<file path="config.mk">
export PLATFORM = sky130hd
export DESIGN_NAME = lal_tag_count_seq
export DESIGN_NICKNAME = d
export VERILOG_FILES = /design/src/rtl/lal_pkg.sv /design/src/rtl/lal_evt_fifo.sv /design/src/rtl/lal_tag_count_seq.sv
export SDC_FILE = /design/constraint.sdc
export NUM_CORES = 1
export LEC_CHECK = 0
export CORE_MARGIN = 2
export CORE_UTILIZATION = 43
export CTS_CLUSTER_DIAMETER = 60
export DETAILED_ROUTE_END_ITERATION = 7
export PLACE_DENSITY = 0.75
export SLEW_MARGIN = 20
export SYNTH_ARGS = -nofsm -noshare
export SYNTH_HDL_FRONTEND = slang
export SYNTH_SLANG_ARGS = --single-unit
</file>
<file path="constraint.sdc">
create_clock -name clk -period 1.54 [get_ports clk]
set_input_delay 0.308 -clock clk [delete_from_list [all_inputs] [get_ports clk]]
set_output_delay 0.308 -clock clk [all_outputs]
set_load 0.02 [all_outputs]
</file>
<file path="src/rtl/lal_pkg.sv">
// Shared definitions for the lal tag/count block.
//   LAL_CNT_W    : default width of the count register
//   LAL_TAG_W    : default width of the tag register and lookup key
//   LAL_INV_MASK : key bits inverted before the tag compare
//   lal_evt_t    : one match event {hit, count snapshot}
//   lal_match()  : tag compare with inversion mask
package lal_pkg;

  localparam int LAL_CNT_W = 9;
  localparam int LAL_TAG_W = 4;
  localparam logic [LAL_TAG_W-1:0] LAL_INV_MASK = 4'b1000;

  typedef struct packed {
    logic                 hit;
    logic [LAL_CNT_W-1:0] cnt;
  } lal_evt_t;

  // A set mask bit means that key bit must differ from the tag bit.
  function automatic logic lal_match(
    input logic [LAL_TAG_W-1:0] key,
    input logic [LAL_TAG_W-1:0] tag,
    input logic [LAL_TAG_W-1:0] mask
  );
    return ((key ^ mask) == tag);
  endfunction

endpackage

</file>
<file path="src/rtl/lal_evt_fifo.sv">
// Synchronous FIFO of lal_evt_t match events.
//   clk, rst   : clock, synchronous active-high reset (empties the FIFO)
//   push       : write push_data at the tail (ignored when full)
//   push_data  : event to store
//   pop        : remove the head (ignored when empty)
//   head       : current head event, all zeros when empty
//   full/empty : occupancy flags, derived from registered state only
//   fill       : occupancy 0..DEPTH
module lal_evt_fifo
  import lal_pkg::*;
#(
  parameter int DEPTH = 2
) (
  input  logic                   clk,
  input  logic                   rst,
  input  logic                   push,
  input  lal_evt_t               push_data,
  input  logic                   pop,
  output lal_evt_t               head,
  output logic                   full,
  output logic                   empty,
  output logic [$clog2(DEPTH):0] fill
);

  localparam int PW = $clog2(DEPTH);
  localparam int FW = PW + 1;

  lal_evt_t        mem [DEPTH];
  logic [PW-1:0]   wr_ptr;
  logic [PW-1:0]   rd_ptr;
  logic [FW-1:0]   fill_q;
  logic            do_push;
  logic            do_pop;

  assign full    = (fill_q == FW'(DEPTH));
  assign empty   = (fill_q == '0);
  assign do_push = push && !full;
  assign do_pop  = pop && !empty;
  assign fill    = fill_q;
  assign head    = empty ? '0 : mem[rd_ptr];

  // Storage is not reset; the empty gate on head hides stale entries.
  always_ff @(posedge clk) begin
    if (do_push) mem[wr_ptr] <= push_data;
  end

  // DEPTH is a power of two, so pointers wrap by natural overflow.
  always_ff @(posedge clk) begin
    if (rst) begin
      wr_ptr <= '0;
      rd_ptr <= '0;
      fill_q <= '0;
    end else begin
      if (do_push) wr_ptr <= wr_ptr + PW'(1);
      if (do_pop)  rd_ptr <= rd_ptr + PW'(1);
      case ({do_push, do_pop})
        2'b10:   fill_q <= fill_q + FW'(1);
        2'b01:   fill_q <= fill_q - FW'(1);
        default: fill_q <= fill_q;
      endcase
    end
  end

endmodule

</file>
<file path="src/rtl/lal_tag_count_seq.sv">
// Registered lal block: count register, tag register and key lookups.
// Handshakes: a transfer happens on a rising edge where valid and ready are
// both high; valid must stay asserted with stable payload until accepted,
// and ready never depends combinationally on the same-cycle valid.
//   load/load_val/hold/cnt_en : count control, priority load > hold > cnt_en
//   cnt_q, wrap               : count value, one-cycle wrap-by-increment pulse
//   tag_wr/tag_in             : tag register write
//   key_vld/key/key_rdy       : lookup request (key_rdy = FIFO not full)
//   evt_vld/evt_rdy           : match event stream out of the FIFO
//   evt_hit/evt_cnt           : head event, zeros when empty
//   evt_cnt_fill              : FIFO occupancy
module lal_tag_count_seq
  import lal_pkg::*;
#(
  parameter int                CNT_W    = LAL_CNT_W,
  parameter int                TAG_W    = LAL_TAG_W,
  parameter logic [TAG_W-1:0]  INV_MASK = LAL_INV_MASK,
  parameter int                DEPTH    = 2
) (
  input  logic                   clk,
  input  logic                   rst,
  input  logic                   load,
  input  logic [CNT_W-1:0]       load_val,
  input  logic                   hold,
  input  logic                   cnt_en,
  output logic [CNT_W-1:0]       cnt_q,
  output logic                   wrap,
  input  logic                   tag_wr,
  input  logic [TAG_W-1:0]       tag_in,
  input  logic                   key_vld,
  input  logic [TAG_W-1:0]       key,
  output logic                   key_rdy,
  output logic                   evt_vld,
  input  logic                   evt_rdy,
  output logic                   evt_hit,
  output logic [CNT_W-1:0]       evt_cnt,
  output logic [$clog2(DEPTH):0] evt_cnt_fill
);

  logic [TAG_W-1:0] tag_q;
  logic             fifo_full;
  logic             fifo_empty;
  logic             key_acc;
  lal_evt_t         new_evt;
  lal_evt_t         head_evt;

  // Count register: load > hold > cnt_en > keep.
  always_ff @(posedge clk) begin
    if (rst) begin
      cnt_q <= '0;
      wrap  <= 1'b0;
    end else if (load) begin
      cnt_q <= load_val;
      wrap  <= 1'b0;
    end else if (hold) begin
      wrap  <= 1'b0;
    end else if (cnt_en) begin
      cnt_q <= cnt_q + CNT_W'(1);
      wrap  <= &cnt_q;
    end else begin
      wrap  <= 1'b0;
    end
  end

  // Tag register; a same-cycle lookup sees the old value.
  always_ff @(posedge clk) begin
    if (rst)         tag_q <= '0;
    else if (tag_wr) tag_q <= tag_in;
  end

  assign key_rdy     = !fifo_full;
  assign key_acc     = key_vld && key_rdy;
  // Snapshot is the count before this cycle's update.
  assign new_evt.hit = lal_match(key, tag_q, INV_MASK);
  assign new_evt.cnt = cnt_q;

  lal_evt_fifo #(.DEPTH(DEPTH)) u_fifo (
    .clk       (clk),
    .rst       (rst),
    .push      (key_acc),
    .push_data (new_evt),
    .pop       (evt_rdy),
    .head      (head_evt),
    .full      (fifo_full),
    .empty     (fifo_empty),
    .fill      (evt_cnt_fill)
  );

  assign evt_vld = !fifo_empty;
  assign evt_hit = head_evt.hit;
  assign evt_cnt = head_evt.cnt;

endmodule

</file>
== After elaboration in Yosys (flattened, before gate mapping) ==
Memory sizes are Yosys's and may differ from the RTL's. A register that Yosys moved wholly into a read port is not among the register bits.
Cells that the tools add are included.
W data, S select, Z words.

* Memories kept: 1
* Output and inout port bits: 24
* Bits of input ports: 25
* Logic and storage cells: 39
* Register bits: 18
* Memory bits (writable): 20

{| class="wikitable"
|+ Memories
! memory !! depth !! bits a word !! read ports !! clocked after memory_dff !! wr ports !! RTL line !! source
|-
| u_fifo.mem || 2 || 10 || 1 || 1 || 1 || lal_evt_fifo.sv:28 || <nowiki>lal_evt_t mem [DEPTH];</nowiki>
|}

* Reductions and logical operators: 11
* Equality and inequality tests: 5
* Add/sub/neg operators: 5
* Bitwise operators: 2
* Muxes and demuxes: 9

{| class="wikitable"
|+ Operators by type and width
! cell !! number
|-
| $mux W9 || 3
|-
| $mux W10 || 1
|-
| $add A9 B1 Y9 const B || 1
|-
| $reduce_and A9 Y1 || 1
|-
| $eq A2 B2 Y1 const B || 2
|-
| $eq A4 B4 Y1 || 1
|-
| $mux W1 || 4
|-
| $pmux W2 S2 || 1
|-
| $reduce_bool A2 Y1 || 2
|-
| $reduce_or A4 Y1 || 1
|-
| $logic_and A1 B1 Y1 || 3
|-
| $add A1 B1 Y1 const B || 2
|-
| $add A2 B1 Y2 const B || 1
|-
| $eq A2 B1 Y1 const B || 1
|-
| $logic_not A1 Y1 || 2
|-
| $logic_not A2 Y1 || 1
|-
| $ne A2 B2 Y1 const B || 1
|-
| $not A1 Y1 || 2
|-
| $reduce_and A2 Y1 || 1
|-
| $sub A2 B1 Y2 const B || 1
|}

== Depth between registers and ports, before layout ==
* Depth in word-level cells: 6
* Depth in mapped cells: 6
* Mapped depth without buffers: 6

== By module ==
From an unflattened synthesis, not the netlist that was laid out.

* Cells, all modules: 161
* Area total of the unflattened synthesis: 1779.2 sq um

{| class="wikitable"
|+ Modules (own cells, without submodules)
! module !! instances !! cells each !! seq. area each (sq um) !! area each (sq um)
|-
| lal_evt_fifo || 1 || 69 || 700.7 || 972.2
|-
| lal_tag_count_seq || 1 || 92 || 280.3 || 807.0
|}

== Worst setup path before layout ==
No wires, ideal clock.

* Kind: register to register
* Start: register u_fifo.fill_q[0], in the netlist u_fifo.fill[0]
* End: register u_fifo.fill_q[1], in the netlist u_fifo.fill[1]
* Setup time: 0.071 ns
* Clock period less this slack: 1.783 ns
* Slack: -0.243 ns
* Stages on the path, launching flop included: 6
* Path buffers: 0
* Required time: 1.469 ns
* Arrival: 1.713 ns
* Cell sequence: dfxtp_1 nand2b_1 nand2_1 ha_1 or3_1 a21oi_1

* Cells in the longest elaborated chain, start to end: 6
* Elaborated cells between the ends (all ways): 13
* Those cells by class: 2 x add/sub; 3 x eq/ne; 1 x mux; 7 x reduce/logical

{| class="wikitable"
|+ Ends and longest elaborated chain
! element !! RTL line !! source
|-
| start, declared || lal_evt_fifo.sv:31 || <nowiki>logic [FW-1:0] fill_q;</nowiki>
|-
| start signal, assigned || lal_evt_fifo.sv:57 || <nowiki>2'b10: fill_q <= fill_q + FW'(1);</nowiki>
|-
| start signal, assigned || lal_evt_fifo.sv:58 || <nowiki>2'b01: fill_q <= fill_q - FW'(1);</nowiki>
|-
| start signal, assigned || lal_evt_fifo.sv:59 || <nowiki>default: fill_q <= fill_q;</nowiki>
|-
| $eq A2 B2 Y1 (*) || lal_evt_fifo.sv:35 || <nowiki>assign full = (fill_q == FW'(DEPTH));</nowiki>
|-
| $logic_not A1 Y1 (*) || lal_tag_count_seq.sv:71 || <nowiki>assign key_rdy = !fifo_full;</nowiki>
|-
| net key_rdy || lal_tag_count_seq.sv:32 || <nowiki>output logic key_rdy,</nowiki>
|-
| $logic_and A1 B1 Y1 || lal_tag_count_seq.sv:72 || <nowiki>assign key_acc = key_vld && key_rdy;</nowiki>
|-
| $logic_and A1 B1 Y1 (*) || lal_evt_fifo.sv:37 || <nowiki>assign do_push = push && !full;</nowiki>
|-
| $eq A2 B1 Y1 / $eq A2 B2 Y1 (equally long branches) || lal_evt_fifo.sv:56 || <nowiki>case ({do_push, do_pop})</nowiki>
|-
| $pmux W2 S2 / $reduce_bool A2 Y1 (equally long branches) || - ||
|}

Mark *: on every way through the listed nets, which the timed path passes. The rest lies on a longest branch.
A chain may end at the register's enable or synchronous reset.

==> reports/results.ini <==
[outcome]
status=completed

[hold_path]
worstHoldPathType=reg2reg
hold_depth=0

[grt]
grt_util_met2=0.313
grt_overflow=0
gr-usage-met3=0.0543
grt_pass1_wl_um=6180
grt_use_met1=0.216
antenna_found_initial=0
grt_max_degree=19
grt_usage=0.183
grt_pass1_vias=1304
busiest_layer=met2

[worst_setup_path]
cp-start-kind=flip-flop
max_stage_delay_ns=0.37
critPathCaptureType=output port
cp.depth=4
slowest_stage=dfxtp_4
crit_chain=buf_12 > mux2i_2 > nor2_1 > buf_4
worstPathArrival_ns=1.21
critPathBufInv=2
crit_required_ns=1.23
cp_max_fo=8
setup.worst_path.class=reg2out
crit_family=flip-flops
r2r_cells=7

[yosys]
ys_ff_latch=39
yosysTopAreaCell=edfxtp_1
synth.top_cell.area_share=0.336
syn_nets=187
synth_seq_area_share=0.549
syn_area_mm2=0.00179
yosysWarnings=0
synth_edf_count=20
synth_flop_cell=edfxtp_1
synth.avg_cell_area_um2=11.2
yosysMostFrequentCell=nor2_1
synth_cell_types=38
async_flop_share=0
yosys-top-cells-area=edfxtp_1 34%, dfxtp_1 21%, mux2i_1 9.0%
synth_cells=159
ys_top_cells_by_count=24 x nor2_1, 20 x edfxtp_1, 19 x dfxtp_1, 16 x mux2i_1, 9 x buf_4

[drt]
viasPerCell=4.83
wl_per_cell_um=13.5
routed_wirelength_um=3750
drc_errors=0
drt-initial-drc-count=48
ant_nets=0
vias=1339
drtPass1Iterations=3

[power_and_ir_drop]
ir_worst_vdd_v=0.000636
powerDensity_mw_per_mm2=1460
p_total_w=0.00383
power_leakage_nw=1.07

[placement]
dpl.cell_count=263
dp_hpwl_um=2870
numPortBuffers=48
gp_congestion=0.831

[timing]
setup_viol=0
maxSlewViolCount=0
tightest_slew_ns=0.392
period_minus_slack_ns=1.51
period_share=0.983
fmax_mhz=661
hold_ws_ns=0.503
fin_skew_ns=0.00561
finalHoldViolations=0
rsz0062_at_grt=yes
relSlewSlack=0.735

[clock_network]
clkSinkCount=39
clockBufferDepth=2
clock-root-buffer=clkbuf_8
clk_pin_slew_ns=0.07
cts_tree=yes
clock_latency_ns=0.28
numCtsBuffers=5
htreeDepth=2

[finish]
fill_cells=328
drive_gt1_frac=0.308
fin_nets=254
diodes=0
area_delta_synth_final_pct=46.7
finish.cell_count_without_fillers=277
fin_util=0.656

[flow_run]
maxCapViolCount=0

[die]
initial_core_util=0.447
die_x_um=68.5
io_pins=49
core-area_mm2=0.00400
dieHeight_um=68.5
rows=23
dieArea_mm2=0.00469

[layer usage]
layer,vias to the layer above,part of all wire
li1,695,-
met1,616,0.42
met2,24,0.52
met3,4,0.040
met4,0,0.013
met5,-,0
[power by group]
part	internal (W)	switching, W	leakage (nW)	total, W
clock network	0.000419	0.000325	0.0506	0.000744
logic	0.000889	0.000826	0.669	0.00171
registers	0.00128	0.0000893	0.352	0.00137
total	0.00259	0.00124	1.07	0.00383
[final cells by class]
class	count	area (um2)	area share
clock buffers	8	101	0.0386
repair buffers	77	708	0.270
flip-flops and latches	39	995	0.379
inverters	8	30.0	0.0115
multi-input cells	95	726	0.277
well taps	50	62.6	0.0239
[logic make-up after synthesis]
| kind of cell | count (synthesis) | synth area share |
|---|---|---|
| flip-flops | 39 | 0.549 |
| XOR/XNOR | 9 | 0.0441 |
| adder cells (fa/ha/maj) | 3 | 0.0210 |
| AO/OA/AOI/OAI | 21 | 0.0896 |
| buffers and inverters | 25 | 0.0742 |
| multiplexers | 16 | 0.0896 |
| AND/OR/NAND/NOR | 46 | 0.133 |
[flip-flops by register name (all words and copies together), names as in the netlist, named ones only]
name,cells
cnt_q,9
u_fifo.rd_ptr,1
tag_q,4
u_fifo.mem,20
wrap,1
u_fifo.wr_ptr,1
u_fifo.fill,2
[cells in the final DEF (no fill, tap or decap), drive strengths merged, types with 3 or more instances in the layout]
master / instances
dfxtp: 19
clkdlybuf4s50: 25
nor2: 24
inv: 8
ha: 3
a211oi: 4
xor2: 5
xnor2: 4
o21ai: 5
dlygate4sd2: 11
nand2b: 3
a311oi: 3
mux2i: 16
buf: 39
edfxtp: 20
clkbuf: 8
or3: 3
[worst paths after layout]
check,from,endpoint,slack [ns]
setup / recovery,flip-flop,evt_cnt[7],0.03
hold / removal,cnt_q[5],u_fifo.mem[1][5],0.50
setup reg to reg,u_fifo.fill[1],u_fifo.fill[1],0.05
hold reg to reg,cnt_q[5],u_fifo.mem[1][5],0.50
[metrics by stage]
step	setup TNS, ns	instance area (um2)	worst slack, ns
after CTS	-0.00303	2550	-0.00303
after floorplan	0	1800	0.0392
after detailed placement	-1.88	2450	-0.215
final	0	2620	0.0267
after global placement	-1.22	2450	-0.154
after global routing	-0.330	2620	-0.0558
[repair_timing]
| item | 4_1_cts | 5_1_grt |
|---|---|---|
| gates resized for setup | 59 | 26 |
| hold buffers | 0 | 0 |
| pin swaps | 3 | 1 |
| endpoints found under the setup margin | 24 | 14 |
| buffers inserted | 6 | 0 |
| cloned | 0 | 0 |
Power figures use the tool's default switching activity.
